`src/rtl/npu_sa_pkg.sv`:
```
// npu_sa_pkg: shared state type and sizing helpers for the systolic-array tile sequencer.
package npu_sa_pkg;

  typedef enum logic [2:0] {
    IDLE,
    FEED,
    FLUSH,
    DRAIN,
    DONE
  } sa_state_e;

  localparam int ACC_MULT  = 3;
  localparam int ACC_WIDTH = ACC_MULT * 8;

  // Cycles for the last operand to cross an N x N array after it enters lane 0.
  function automatic int flush_cycles(input int n);
    return 2 * n - 1;
  endfunction

endpackage

```
`src/rtl/sa_skew_line.sv`:
```
// sa_skew_line: depth-D operand delay line for one array lane, with a valid bit so
// that lanes without live data present zero to the array.
module sa_skew_line #(
  parameter int D = 1,
  parameter int W = 8
) (
  input  logic         clk,
  input  logic         rst_n,
  input  logic         in_valid,
  input  logic [W-1:0] in_data,
  output logic [W-1:0] out_data
);

  // in_valid is the SRAM read strobe; its data arrives one cycle later, hence D+1 valid stages.
  logic [D:0] vld_q;

  always_ff @(posedge clk or negedge rst_n) begin
    if (!rst_n) begin
      vld_q <= '0;
    end else begin
      vld_q[0] <= in_valid;
      for (int i = 1; i <= D; i++) vld_q[i] <= vld_q[i-1];
    end
  end

  if (D == 0) begin : g_direct
    assign out_data = vld_q[0] ? in_data : '0;
  end else begin : g_delay
    logic [W-1:0] dat_q [D];

    always_ff @(posedge clk or negedge rst_n) begin
      if (!rst_n) begin
        for (int i = 0; i < D; i++) dat_q[i] <= '0;
      end else begin
        dat_q[0] <= in_data;
        for (int i = 1; i < D; i++) dat_q[i] <= dat_q[i-1];
      end
    end

    assign out_data = vld_q[D] ? dat_q[D-1] : '0;
  end

endmodule

```
`src/rtl/sa_tile_sequencer.sv`:
```
// sa_tile_sequencer: runs one output-stationary tile (operand fetch, skew, flush, drain).
// Build option SA_SEQ_PERF_EN adds the perf_cycles / perf_stall counters.
//   state | meaning
//   IDLE  | waiting for a tile command
//   FEED  | reading k operand vectors; first cycle clears the accumulators
//   FLUSH | wavefront still travelling through the array
//   DRAIN | handing result rows to the PPU
//   DONE  | tile finished; done pulses on the following cycle
module sa_tile_sequencer
  import npu_sa_pkg::*;
#(
  parameter int ARRAY_SIZE = 4,
  parameter int DATA_WIDTH = 8,
  parameter int K_WIDTH    = 8,
  parameter int ADDR_WIDTH = 10
) (
  input  logic                                    clk,
  input  logic                                    rst_n,
  input  logic                                    start_valid,
  output logic                                    start_ready,
  input  logic [K_WIDTH-1:0]                      cmd_k,
  input  logic [ADDR_WIDTH-1:0]                   cmd_a_base,
  input  logic [ADDR_WIDTH-1:0]                   cmd_b_base,
  output logic                                    a_rd_en,
  output logic [ADDR_WIDTH-1:0]                   a_rd_addr,
  input  logic [ARRAY_SIZE*DATA_WIDTH-1:0]        a_rd_data,
  output logic                                    b_rd_en,
  output logic [ADDR_WIDTH-1:0]                   b_rd_addr,
  input  logic [ARRAY_SIZE*DATA_WIDTH-1:0]        b_rd_data,
  output logic [ARRAY_SIZE*DATA_WIDTH-1:0]        row_in,
  output logic [ARRAY_SIZE*DATA_WIDTH-1:0]        col_in,
  output logic                                    pe_clear,
  output logic                                    pe_en,
  output logic [$clog2(ARRAY_SIZE)-1:0]           row_sel,
  input  logic [ARRAY_SIZE*ACC_MULT*DATA_WIDTH-1:0] array_out,
  output logic                                    out_valid,
  input  logic                                    out_ready,
  output logic [ARRAY_SIZE*ACC_MULT*DATA_WIDTH-1:0] out_data,
`ifdef SA_SEQ_PERF_EN
  output logic [31:0]                             perf_cycles,
  output logic [31:0]                             perf_stall,
`endif
  output logic                                    busy,
  output logic                                    done
);

  localparam int SEL_W = $clog2(ARRAY_SIZE);
  localparam int TMR_W = $clog2(flush_cycles(ARRAY_SIZE) + 1);
  localparam logic [SEL_W-1:0] LAST_ROW   = SEL_W'(ARRAY_SIZE - 1);
  localparam logic [TMR_W-1:0] FLUSH_LOAD = TMR_W'(flush_cycles(ARRAY_SIZE));

  sa_state_e             state_q, state_d;
  logic [K_WIDTH-1:0]    feed_left_q;
  logic [ADDR_WIDTH-1:0] a_addr_q, b_addr_q;
  logic [TMR_W-1:0]      tmr_q;
  logic [SEL_W-1:0]      row_q;
  logic                  pe_clear_q;
  logic                  done_q;

  always_ff @(posedge clk or negedge rst_n) begin
    if (!rst_n) begin
      state_q     <= IDLE;
      feed_left_q <= '0;
      a_addr_q    <= '0;
      b_addr_q    <= '0;
      tmr_q       <= '0;
      row_q       <= '0;
      pe_clear_q  <= 1'b0;
      done_q      <= 1'b0;
    end else begin
      state_q    <= state_d;
      done_q     <= (state_q == DONE);
      pe_clear_q <= 1'b0;
      case (state_q)
        IDLE: begin
          if (start_valid) begin
            feed_left_q <= cmd_k - K_WIDTH'(1);
            a_addr_q    <= cmd_a_base;
            b_addr_q    <= cmd_b_base;
            row_q       <= '0;
            pe_clear_q  <= (cmd_k != '0);
          end
        end
        FEED: begin
          feed_left_q <= feed_left_q - K_WIDTH'(1);
          a_addr_q    <= a_addr_q + ADDR_WIDTH'(1);
          b_addr_q    <= b_addr_q + ADDR_WIDTH'(1);
          tmr_q       <= FLUSH_LOAD;
        end
        FLUSH: tmr_q <= tmr_q - TMR_W'(1);
        DRAIN: if (out_ready) row_q <= row_q + SEL_W'(1);
        default: ;
      endcase
    end
  end

  // pe_en covers FEED minus its clear cycle plus the 2N-cycle FLUSH: k+2N-1 cycles in total.
  always_comb begin
    state_d     = state_q;
    start_ready = 1'b0;
    busy        = 1'b1;
    a_rd_en     = 1'b0;
    b_rd_en     = 1'b0;
    a_rd_addr   = '0;
    b_rd_addr   = '0;
    pe_en       = 1'b0;
    out_valid   = 1'b0;
    row_sel     = '0;
    out_data    = '0;
    case (state_q)
      IDLE: begin
        start_ready = 1'b1;
        busy        = 1'b0;
        if (start_valid) state_d = (cmd_k == '0) ? DONE : FEED;
      end
      FEED: begin
        a_rd_en   = 1'b1;
        b_rd_en   = 1'b1;
        a_rd_addr = a_addr_q;
        b_rd_addr = b_addr_q;
        pe_en     = !pe_clear_q;
        if (feed_left_q == '0) state_d = FLUSH;
      end
      FLUSH: begin
        pe_en = 1'b1;
        if (tmr_q == '0) state_d = DRAIN;
      end
      DRAIN: begin
        out_valid = 1'b1;
        row_sel   = row_q;
        out_data  = array_out;
        if (out_ready && row_q == LAST_ROW) state_d = DONE;
      end
      DONE:    state_d = IDLE;
      default: state_d = IDLE;
    endcase
  end

  assign pe_clear = pe_clear_q;
  assign done     = done_q;

  for (genvar r = 0; r < ARRAY_SIZE; r++) begin : g_lane
    sa_skew_line #(.D(r), .W(DATA_WIDTH)) u_skew_a (
      .clk      (clk),
      .rst_n    (rst_n),
      .in_valid (a_rd_en),
      .in_data  (a_rd_data[r*DATA_WIDTH +: DATA_WIDTH]),
      .out_data (row_in[r*DATA_WIDTH +: DATA_WIDTH])
    );
    sa_skew_line #(.D(r), .W(DATA_WIDTH)) u_skew_b (
      .clk      (clk),
      .rst_n    (rst_n),
      .in_valid (b_rd_en),
      .in_data  (b_rd_data[r*DATA_WIDTH +: DATA_WIDTH]),
      .out_data (col_in[r*DATA_WIDTH +: DATA_WIDTH])
    );
  end

`ifdef SA_SEQ_PERF_EN
  // The done cycle itself is counted, so the count stops one edge after done_q.
  always_ff @(posedge clk or negedge rst_n) begin
    if (!rst_n) begin
      perf_cycles <= '0;
      perf_stall  <= '0;
    end else if (state_q == IDLE && start_valid) begin
      perf_cycles <= 32'd1;
      perf_stall  <= '0;
    end else begin
      if ((state_q != IDLE || done_q) && perf_cycles != '1) perf_cycles <= perf_cycles + 32'd1;
      if (state_q == DRAIN && !out_ready && perf_stall != '1) perf_stall <= perf_stall + 32'd1;
    end
  end
`endif

endmodule

```
`config.mk`:
```
export PLATFORM = sky130hd
export DESIGN_NAME = sa_tile_sequencer
export DESIGN_NICKNAME = d
export VERILOG_FILES = /design/src/rtl/npu_sa_pkg.sv /design/src/rtl/sa_skew_line.sv /design/src/rtl/sa_tile_sequencer.sv
export SDC_FILE = /design/constraint.sdc
export NUM_CORES = 1
export LEC_CHECK = 0
export ABC_AREA = 1
export CORE_AREA = 5 5 146 148
export DETAILED_ROUTE_END_ITERATION = 12
export DIE_AREA = 0 0 151 153
export GPL_TIMING_DRIVEN = 0
export PLACE_DENSITY = 0.77
export SLEW_MARGIN = 20
export SYNTH_ARGS = -nofsm -noshare
export SYNTH_HDL_FRONTEND = slang
export SYNTH_SLANG_ARGS = --single-unit
```
`constraint.sdc`:
```
create_clock -name clk -period 1.9 [get_ports clk]
set_input_delay 0.38 -clock clk [delete_from_list [all_inputs] [get_ports clk]]
set_output_delay 0.38 -clock clk [all_outputs]
set_load 0.01 [all_outputs]
```
==> results of run 1 <==
## cell families (layout without fill, tap and decap cells)
| logic type | after synthesis | after routing | share of synthesized area [%] |
|---|---|---|---|
| DFF | 138 | 138 | 55.5 |
| xor gates and xnor gates | 1 | 1 | 0.141 |
| AOI/OAI and AO/OA | 69 | 69 | 6.62 |
| and+or+nand+nor | 321 | 322 | 21.0 |
| buffers and inverters | 250 | 706 | 15.5 |
| adders and majority gates | 6 | 6 | 1.21 |
## per-layer routing
metal / wire length (um) / up-vias / part of all wire [%]
met2: 13400 / 342 / 50
li1: - / 3193 / -
met1: 10500 / 3178 / 39
met4: 510 / 0 / 1.9
met5: 0 / - / 0
met3: 2570 / 40 / 9.5
## cells in the mapped netlist
| library cell | number | area, um^2 |
|---|---|---|
| a211oi_1 | 2 | 15.0 |
| a21oi_1 | 11 | 55.1 |
| a22oi_1 | 11 | 82.6 |
| a31oi_1 | 9 | 56.3 |
| a32oi_1 | 3 | 26.3 |
| buf_1 | 6 | 22.5 |
| buf_2 | 9 | 45.0 |
| buf_4 | 2 | 15.0 |
| buf_6 | 1 | 11.3 |
| clkbuf_1 | 12 | 45.0 |
| dfrtp_1 | 138 | 3450 |
| ha_1 | 6 | 75.1 |
| inv_1 | 216 | 811 |
| inv_2 | 4 | 15.0 |
| nand2_1 | 129 | 484 |
| nand2_2 | 2 | 12.5 |
| nand3_1 | 24 | 120 |
| nand3_2 | 2 | 20.0 |
| nand4_1 | 8 | 50.1 |
| nor2_1 | 144 | 541 |
| nor2_2 | 3 | 18.8 |
| nor2_4 | 1 | 11.3 |
| nor3_1 | 5 | 25.0 |
| nor3_2 | 2 | 20.0 |
| o211ai_1 | 1 | 7.51 |
| o21ai_0 | 25 | 125 |
| o21ai_1 | 2 | 10.0 |
| o21bai_1 | 1 | 7.51 |
| o22ai_1 | 3 | 18.8 |
| o31ai_1 | 1 | 7.51 |
| or2_2 | 1 | 6.26 |
| xor2_1 | 1 | 8.76 |
## placed cells by master, fill, tap and decap left out, types with 5 or more instances in the layout
| cell type | n |
|---|---|
| dlygate4sd2_1 | 42 |
| nand3_1 | 24 |
| clkdlybuf4s50_1 | 192 |
| buf_4 | 33 |
| a21oi_1 | 11 |
| buf_2 | 38 |
| inv_1 | 214 |
| nand2_4 | 6 |
| nor2_1 | 41 |
| buf_6 | 81 |
| buf_8 | 17 |
| clkbuf_16 | 25 |
| a31oi_1 | 9 |
| clkdlybuf4s15_1 | 15 |
| ha_1 | 5 |
| o21ai_0 | 23 |
| dfrtp_1 | 134 |
| nor2_2 | 29 |
| nor3_1 | 5 |
| nor2_4 | 78 |
| nand4_1 | 8 |
| nand2_1 | 122 |
| clkbuf_2 | 13 |
| buf_12 | 6 |
| a22oi_1 | 11 |
| inv_8 | 7 |
## sequential cells by signal, summed over array words and instances (netlist names), 2 cells and up
name and flops:
tmr_q 3, g_lane.u_skew_b.vld_q 3, g_lane.u_skew_b.g_delay.dat_q 48, feed_left_q 8
g_lane.u_skew_a.g_delay.dat_q 48, a_addr_q 10, row_q 2, b_addr_q 10
state_q 3
## worst max path at each step
| stage | to | slack [ps] | cells after the start |
|---|---|---|---|
| after floorplan | pe_en | 130 | 6 |
| after global placement | g_lane[1].u_skew_a.g_delay.dat_q[4]$_DFF_PN0_ | -4870 | 1 |
| after detailed placement | b_rd_en | -700 | 6 |
| after CTS | out_data[18] | -250 | 7 |
| after global routing | out_data[85] | -290 | 6 |
| final | out_data[78] | -180 | 7 |
## metrics by stage
stage / std cells / utilization [%] / setup slack, ps / setup TNS, ps / area (um^2)
final: 1512 / 62.2 / -184 / -12620 / 12400
after global placement: 1436 / 52.1 / -4870 / -726900 / 10400
after CTS: 1493 / 56.3 / -251 / -18090 / 11200
after global routing: 1512 / 62.2 / -287 / -23750 / 12400
after floorplan: 785 / - / 129 / 0 / 6220
after detailed placement: 1437 / 52.3 / -703 / -60470 / 10400
## cell type report
cell class	instances	area, um^2
Fill cell	1612	7530
Tap cell	270	338
Inverter	220	836
Clock inverter	15	200
Timing Repair Buffer	430	4230
Multi-Input combinational cell	398	2560
Sequential cell	138	3460
Clock buffer	17	425
Buffer	24	324
## power by group
part           total [mW]  internal [mW]  switching, mW
Sequential           3.87           3.49          0.376
Clock                3.42           1.92           1.50
Combinational        10.2           4.71           5.45
## worst max-delay path: cells and delay by family (launching register included)
kind	cells	cell delay, ps
simple gates	3	360
buf+inv	4	520
flops	1	410
## repair_timing
item,in CTS,in global routing
hold endpoints to repair,35,0
setup endpoints to repair,196,167
hold buffers,1,0
resized for setup,621,364
cloned,1,8
setup buffers,24,16
pin swaps,4,13
==> report_table.html, run 1 <==
<table>
<tr><th>Metric</th><th>Value</th></tr>
<tr><th colspan="2">Hold path</th></tr>
<tr><td>Worst hold path endpoint</td><td>g_lane[2].u_skew_a.g_delay.dat_q[7]$_DFF_PN0_</td></tr>
<tr><td>Min-delay worst type</td><td>reg -&gt; reg</td></tr>
<tr><td>Startpoint of the most critical hold path</td><td>g_lane[2].u_skew_a.g_delay.dat_q[15]$_DFF_PN0_</td></tr>
<tr><td>Worst hold path cell count</td><td>0</td></tr>
<tr><th colspan="2">Flow run</th></tr>
<tr><td>Max capacitance violation total</td><td>0</td></tr>
<tr><th colspan="2">Critical path</th></tr>
<tr><td>Data arrival time at the worst-slack endpoint</td><td>1700 ps</td></tr>
<tr><td>Startpoint Class</td><td>flop</td></tr>
<tr><td>CP max FO</td><td>10</td></tr>
<tr><td>Terminus of the critical flop-to-flop path</td><td>feed_left_q[6]$_DFFE_PN0P_</td></tr>
<tr><td>Crit path capture type</td><td>output pin</td></tr>
<tr><td>Worst-path cell with the longest stage delay</td><td>dfrtp_2</td></tr>
<tr><td>Sequence of cells on the critical path</td><td>inv_2 &gt; nor2_4 &gt; nand2_4 &gt; buf_8 &gt; buf_8 &gt; nor2_1 &gt; buf_2</td></tr>
<tr><td>Launch point of the critical path</td><td>state_q[0]$_DFFE_PN0P_</td></tr>
<tr><td>Reg2Reg Setup Slack</td><td>-100 ps</td></tr>
<tr><td>Reg2Reg Launch Point</td><td>state_q[2]$_DFFE_PN0P_</td></tr>
<tr><td>Critical path class</td><td>reg -&gt; out</td></tr>
<tr><td>Highest cell delay on the worst timing path</td><td>just over 400 ps</td></tr>
<tr><td>CP dominant cell by count</td><td>buf_8</td></tr>
<tr><td>Required time at the worst-slack endpoint</td><td>1520 ps</td></tr>
<tr><td>Depth of the worst register-to-register path</td><td>12</td></tr>
<tr><th colspan="2">STA</th></tr>
<tr><td>Clock Skews</td><td>11.4 ps</td></tr>
<tr><td>Tightest slew margin relative to the limit</td><td>67.6%</td></tr>
<tr><td>Number of hold violations in the final report</td><td>0</td></tr>
<tr><td>Worst setup slack after layout</td><td>-184 ps</td></tr>
<tr><td>Fmax</td><td>480 MHz</td></tr>
<tr><td>Min Clock Period, post-route</td><td>~2100 ps</td></tr>
<tr><td>Pins Over Slew Limit</td><td>0</td></tr>
<tr><td>WHS</td><td>approximately 340 ps</td></tr>
<tr><td>Share of the clock period used by the worst path after layout</td><td>110%</td></tr>
<tr><td>Final setup violating endpoints</td><td>121</td></tr>
<tr><td>Setup repair after global routing missed its margin</td><td>yes</td></tr>
<tr><td>Slew at the pin with the worst max-slew slack</td><td>486 ps</td></tr>
<tr><th colspan="2">Drt</th></tr>
<tr><td>Via Count</td><td>6753</td></tr>
<tr><td>Number of DRC markers after the initial detailed-route iteration</td><td>412</td></tr>
<tr><td>Per-cell via count in the routed design</td><td>4.47</td></tr>
<tr><td>Detailed-routing iteration count for the pre-antenna-repair pass</td><td>7</td></tr>
<tr><td>Number of nets with antenna violations after detailed routing</td><td>0</td></tr>
<tr><td>Detailed-route wire length per cell</td><td>17.8 um</td></tr>
<tr><td>DRC violation count after routing</td><td>0</td></tr>
<tr><td>Final wirelength</td><td>27000 um</td></tr>
<tr><th colspan="2">Clock network</th></tr>
<tr><td>Root buf cell</td><td>clkbuf_16</td></tr>
<tr><td>Number of sinks on the clock net</td><td>138</td></tr>
<tr><td>Clock slew at the register clock pins of the worst setup and hold paths</td><td>70 ps</td></tr>
<tr><td>Insertion delay of the later-clocked pin in the worst-skew pair</td><td>410 ps</td></tr>
<tr><td>Total CTS buffers</td><td>17</td></tr>
<tr><td>Maximum buffer depth of the clock tree</td><td>2</td></tr>
<tr><td>H-tree depth</td><td>4</td></tr>
<tr><td>Clock tree from TritonCTS</td><td>done</td></tr>
<tr><th colspan="2">Pwr</th></tr>
<tr><td>VDD IR max</td><td>0.866 mV</td></tr>
<tr><td>Leakage</td><td>roughly 6.6 nW</td></tr>
<tr><td>Power per cell area</td><td>roughly 1400 mW/mm^2</td></tr>
<tr><td>PnR Total Power</td><td>17.5 mW</td></tr>
<tr><th colspan="2">Global routing</th></tr>
<tr><td>Largest net degree at the start of global routing</td><td>104</td></tr>
<tr><td>Met3 demand-to-capacity share in global routing</td><td>7.70%</td></tr>
<tr><td>Number of global-route vias before repair</td><td>6636</td></tr>
<tr><td>Layer carrying the most global-route usage</td><td>met2</td></tr>
<tr><td>Antenna violations before repair</td><td>0</td></tr>
<tr><td>Total global routing track utilization</td><td>20.9%</td></tr>
<tr><td>Total congestion overflow</td><td>0</td></tr>
<tr><td>Global-route wire length before repair</td><td>approximately 37000 um</td></tr>
<tr><td>Met2 usage in global routing</td><td>35.1%</td></tr>
<tr><td>M1 GR Usage</td><td>25.8%</td></tr>
<tr><th colspan="2">Synthesis</th></tr>
<tr><td>Instance count of the mapped netlist</td><td>a little under 800</td></tr>
<tr><td>Mean instance size in the synthesized netlist</td><td>slightly below 8 um^2</td></tr>
<tr><td>Number of distinct library cells after synthesis</td><td>32</td></tr>
<tr><td>Area of the mapped netlist</td><td>0.00622 mm^2</td></tr>
<tr><td>Proportion of synthesized chip area in sequential cells</td><td>55.5%</td></tr>
<tr><td>Yosys Warn Count</td><td>0</td></tr>
<tr><td>Synthesis-stage register bit count</td><td>about 140</td></tr>
<tr><td>Syn_nets</td><td>983</td></tr>
<tr><th colspan="2">Final layout</th></tr>
<tr><td>Number of nets in the finished design</td><td>1427</td></tr>
<tr><td>Share of layout cells above drive strength 1</td><td>29.9%</td></tr>
<tr><td>Ant. Diodes</td><td>0</td></tr>
<tr><td>Synthesis-to-finish area growth</td><td>99.0%</td></tr>
<tr><th colspan="2">Floorplanning</th></tr>
<tr><td>Core outline area</td><td>0.0199 mm^2</td></tr>
<tr><td>Die H</td><td>between 150 and 200 um</td></tr>
<tr><td>Floorplan die width</td><td>151 um</td></tr>
<tr><td>Initial core utilization</td><td>31.3%</td></tr>
<tr><td>Total Die Area</td><td>between 0.02 and 0.025 mm^2</td></tr>
<tr><td>Cell Rows</td><td>52</td></tr>
<tr><td>Number of top-level pins</td><td>382</td></tr>
<tr><th colspan="2">Status</th></tr>
<tr><td>Failing checks</td><td>negative setup slack</td></tr>
<tr><td>Outcome</td><td>finished with violations</td></tr>
<tr><th colspan="2">Place</th></tr>
<tr><td>Final HPWL from detailed placement</td><td>roughly 19000 um</td></tr>
<tr><td>Placer congestion estimate</td><td>0.932</td></tr>
<tr><td>Number of buffers added on ports</td><td>between 300 and 400</td></tr>
</table>
(Power assumes the default switching activity.)
==> run 2, diff against run 1 <==
Settings changed: SKIP_CTS_REPAIR_TIMING set to 1.
==> report_table.html, run 2 (same netlist as run 1, synthesis figures left out) <==
<table>
<tr><th>Metric</th><th>Value</th></tr>
<tr><th colspan="2">Status</th></tr>
<tr><td>Failing checks</td><td>negative setup slack</td></tr>
<tr><td>Outcome</td><td>finished with violations</td></tr>
<tr><th colspan="2">Floorplanning</th></tr>
<tr><td>Die H</td><td>153 um</td></tr>
<tr><td>Cell Rows</td><td>52</td></tr>
<tr><td>Core outline area</td><td>0.0199 mm^2</td></tr>
<tr><td>Number of top-level pins</td><td>382</td></tr>
<tr><td>Initial core utilization</td><td>around 31%</td></tr>
<tr><td>Total Die Area</td><td>0.0231 mm^2</td></tr>
<tr><td>Floorplan die width</td><td>151 um</td></tr>
<tr><th colspan="2">STA</th></tr>
<tr><td>Clock Skews</td><td>11.2 ps</td></tr>
<tr><td>Pins Over Slew Limit</td><td>0</td></tr>
<tr><td>Tightest slew margin relative to the limit</td><td>between 60 and 70%</td></tr>
<tr><td>Setup repair after global routing missed its margin</td><td>yes</td></tr>
<tr><td>Fmax</td><td>around 450 MHz</td></tr>
<tr><td>Worst setup slack after layout</td><td>-336 ps</td></tr>
<tr><td>Final setup violating endpoints</td><td>122</td></tr>
<tr><td>Share of the clock period used by the worst path after layout</td><td>118%</td></tr>
<tr><td>Min Clock Period, post-route</td><td>about 2200 ps</td></tr>
<tr><td>Slew at the pin with the worst max-slew slack</td><td>483 ps</td></tr>
<tr><td>Number of hold violations in the final report</td><td>0</td></tr>
<tr><th colspan="2">Final layout</th></tr>
<tr><td>Most frequent cells in the layout</td><td>inv_1, clkdlybuf4s50_1, dfrtp_1</td></tr>
<tr><td>Number of nets in the finished design</td><td>between 1000 and 1500</td></tr>
<tr><td>Ant. Diodes</td><td>0</td></tr>
<tr><td>Synthesis-to-finish area growth</td><td>98.0%</td></tr>
<tr><td>Share of layout cells above drive strength 1</td><td>27.5%</td></tr>
<tr><td>Largest registers ranked by flip-flop count</td><td>g_lane.u_skew_a.g_delay.dat_q x48, g_lane.u_skew_b.g_delay.dat_q x48</td></tr>
<tr><td>Most common cell after layout, fill and taps aside</td><td>inv_1</td></tr>
<tr><td>Post-route cell area</td><td>0.0123 mm^2</td></tr>
<tr><td>Final std cells w/o fill</td><td>between 1500 and 2000</td></tr>
<tr><th colspan="2">Critical path</th></tr>
<tr><td>Startpoint Class</td><td>flop</td></tr>
<tr><td>CP max FO</td><td>10</td></tr>
<tr><td>Reg2Reg Setup Slack</td><td>-10 ps</td></tr>
<tr><td>Crit path capture type</td><td>output pin</td></tr>
<tr><td>Critical path class</td><td>reg -&gt; out</td></tr>
<tr><td>Depth of the worst register-to-register path</td><td>12</td></tr>
<tr><td>Data arrival time at the worst-slack endpoint</td><td>~1900 ps</td></tr>
<tr><td>Required time at the worst-slack endpoint</td><td>1520 ps</td></tr>
<tr><th colspan="2">Place</th></tr>
<tr><td>Placer congestion estimate</td><td>0.932</td></tr>
<tr><td>Total cell area at the placement stage</td><td>0.0104 mm^2</td></tr>
<tr><td>Placement-stage worst setup slack</td><td>-703 ps</td></tr>
<tr><td>Number of buffers added on ports</td><td>381</td></tr>
<tr><td># placed instances</td><td>1437</td></tr>
<tr><td>Final HPWL from detailed placement</td><td>19300 um</td></tr>
<tr><th colspan="2">Hold path</th></tr>
<tr><td>Worst hold path cell count</td><td>0</td></tr>
<tr><td>Min-delay worst type</td><td>reg -&gt; reg</td></tr>
<tr><th colspan="2">Drt</th></tr>
<tr><td>DRC violation count after routing</td><td>0</td></tr>
<tr><td>Detailed-routing iteration count for the pre-antenna-repair pass</td><td>5</td></tr>
<tr><td>Via Count</td><td>6736</td></tr>
<tr><td>Number of DRC markers after the initial detailed-route iteration</td><td>363</td></tr>
<tr><td>Number of nets with antenna violations after detailed routing</td><td>0</td></tr>
<tr><td>Detailed-route wire length per cell</td><td>17.7 um</td></tr>
<tr><td>Final wirelength</td><td>26800 um</td></tr>
<tr><td>Per-cell via count in the routed design</td><td>approximately 4.4</td></tr>
<tr><th colspan="2">Global routing</th></tr>
<tr><td>Global-route wire length before repair</td><td>between 30000 and 40000 um</td></tr>
<tr><td>Total congestion overflow</td><td>0</td></tr>
<tr><td>Largest net degree at the start of global routing</td><td>104</td></tr>
<tr><td>Total global routing track utilization</td><td>20.2%</td></tr>
<tr><td>Antenna violations before repair</td><td>0</td></tr>
<tr><td>Number of global-route vias before repair</td><td>6419</td></tr>
<tr><th colspan="2">Clock network</th></tr>
<tr><td>Insertion delay of the later-clocked pin in the worst-skew pair</td><td>410 ps</td></tr>
<tr><td>Clock tree from TritonCTS</td><td>done</td></tr>
<tr><td>Maximum buffer depth of the clock tree</td><td>2</td></tr>
<tr><td>Total CTS buffers</td><td>17</td></tr>
<tr><td>Number of sinks on the clock net</td><td>138</td></tr>
<tr><td>H-tree depth</td><td>4</td></tr>
<tr><td>Clock slew at the register clock pins of the worst setup and hold paths</td><td>70 ps</td></tr>
<tr><td>Root buf cell</td><td>clkbuf_16</td></tr>
<tr><th colspan="2">Pwr</th></tr>
<tr><td>Power per cell area</td><td>around 1400 mW/mm^2</td></tr>
<tr><td>PnR Total Power</td><td>17.1 mW</td></tr>
<tr><td>Leakage</td><td>7.46 nW</td></tr>
<tr><td>VDD IR max</td><td>0.815 mV</td></tr>
<tr><th colspan="2">Flow run</th></tr>
<tr><td>Max capacitance violation total</td><td>0</td></tr>
</table>
==> run 2: routing by layer <==
metal / part of all wire [%] / vias up / global-route usage (%) / wire [um]
li1: - / 3192 / - / -
met1: 39 / 3154 / 24.8 / 10400
met2: 50 / 340 / 33.5 / 13300
met3: 9.5 / 50 / 8.53 / 2560
met4: 2.0 / 0 / 3.80 / 549
met5: 0 / - / 0 / 0
==> run 2: through the flow <==
step,TNS [ps],utilization [%],hold slack (ps)
floorplan,0,-,84.4
global placement,-726900,52.1,331
detailed placement,-60470,52.3,275
CTS,-140700,55.4,-172
global route,-31180,61.9,348
finish,-20920,61.9,340
==> run 2: critical path, cell delays in order (launching register included) <==
cell and delay (ps):
dfrtp_2 420, inv_2 70, nor2_4 170, buf_12 130, nand2_8 80, buf_6 130, buf_12 140, nor2_2 140
buf_2 160
==> run 2: report_power, final <==
group | leakage, nW | switching (mW) | internal (mW)
Sequential | 1.61 | 0.374 | 3.49
Combinational | 5.55 | 5.19 | 4.67
Clock | 0.306 | 1.49 | 1.92
Total | 7.46 | 7.05 | 10.1
==> run 2: worst paths after layout <==
check / from / to
worst max-delay path: state_q[0]$_DFFE_PN0P_ / out_data[38]
worst min-delay path: g_lane[3].u_skew_b.g_delay.dat_q[9]$_DFF_PN0_ / g_lane[3].u_skew_b.g_delay.dat_q[1]$_DFF_PN0_
worst max register to register: state_q[0]$_DFFE_PN0P_ / feed_left_q[6]$_DFFE_PN0P_
worst min register to register: g_lane[3].u_skew_b.g_delay.dat_q[9]$_DFF_PN0_ / g_lane[3].u_skew_b.g_delay.dat_q[1]$_DFF_PN0_
max in group asynchronous: rst_n / g_lane[3].u_skew_a.vld_q[3]$_DFF_PN0_
min in group asynchronous: rst_n / a_addr_q[6]$_DFFE_PN0P_
==> run 2: layout make-up <==
cell class	instances	area, um^2
Fill cell	1603	7590
Timing Repair Buffer	429	4300
Sequential cell	138	3460
Multi-Input combinational cell	398	2370
Inverter	220	841
Clock buffer	17	425
Buffer	29	383
Tap cell	270	338
Clock inverter	15	200
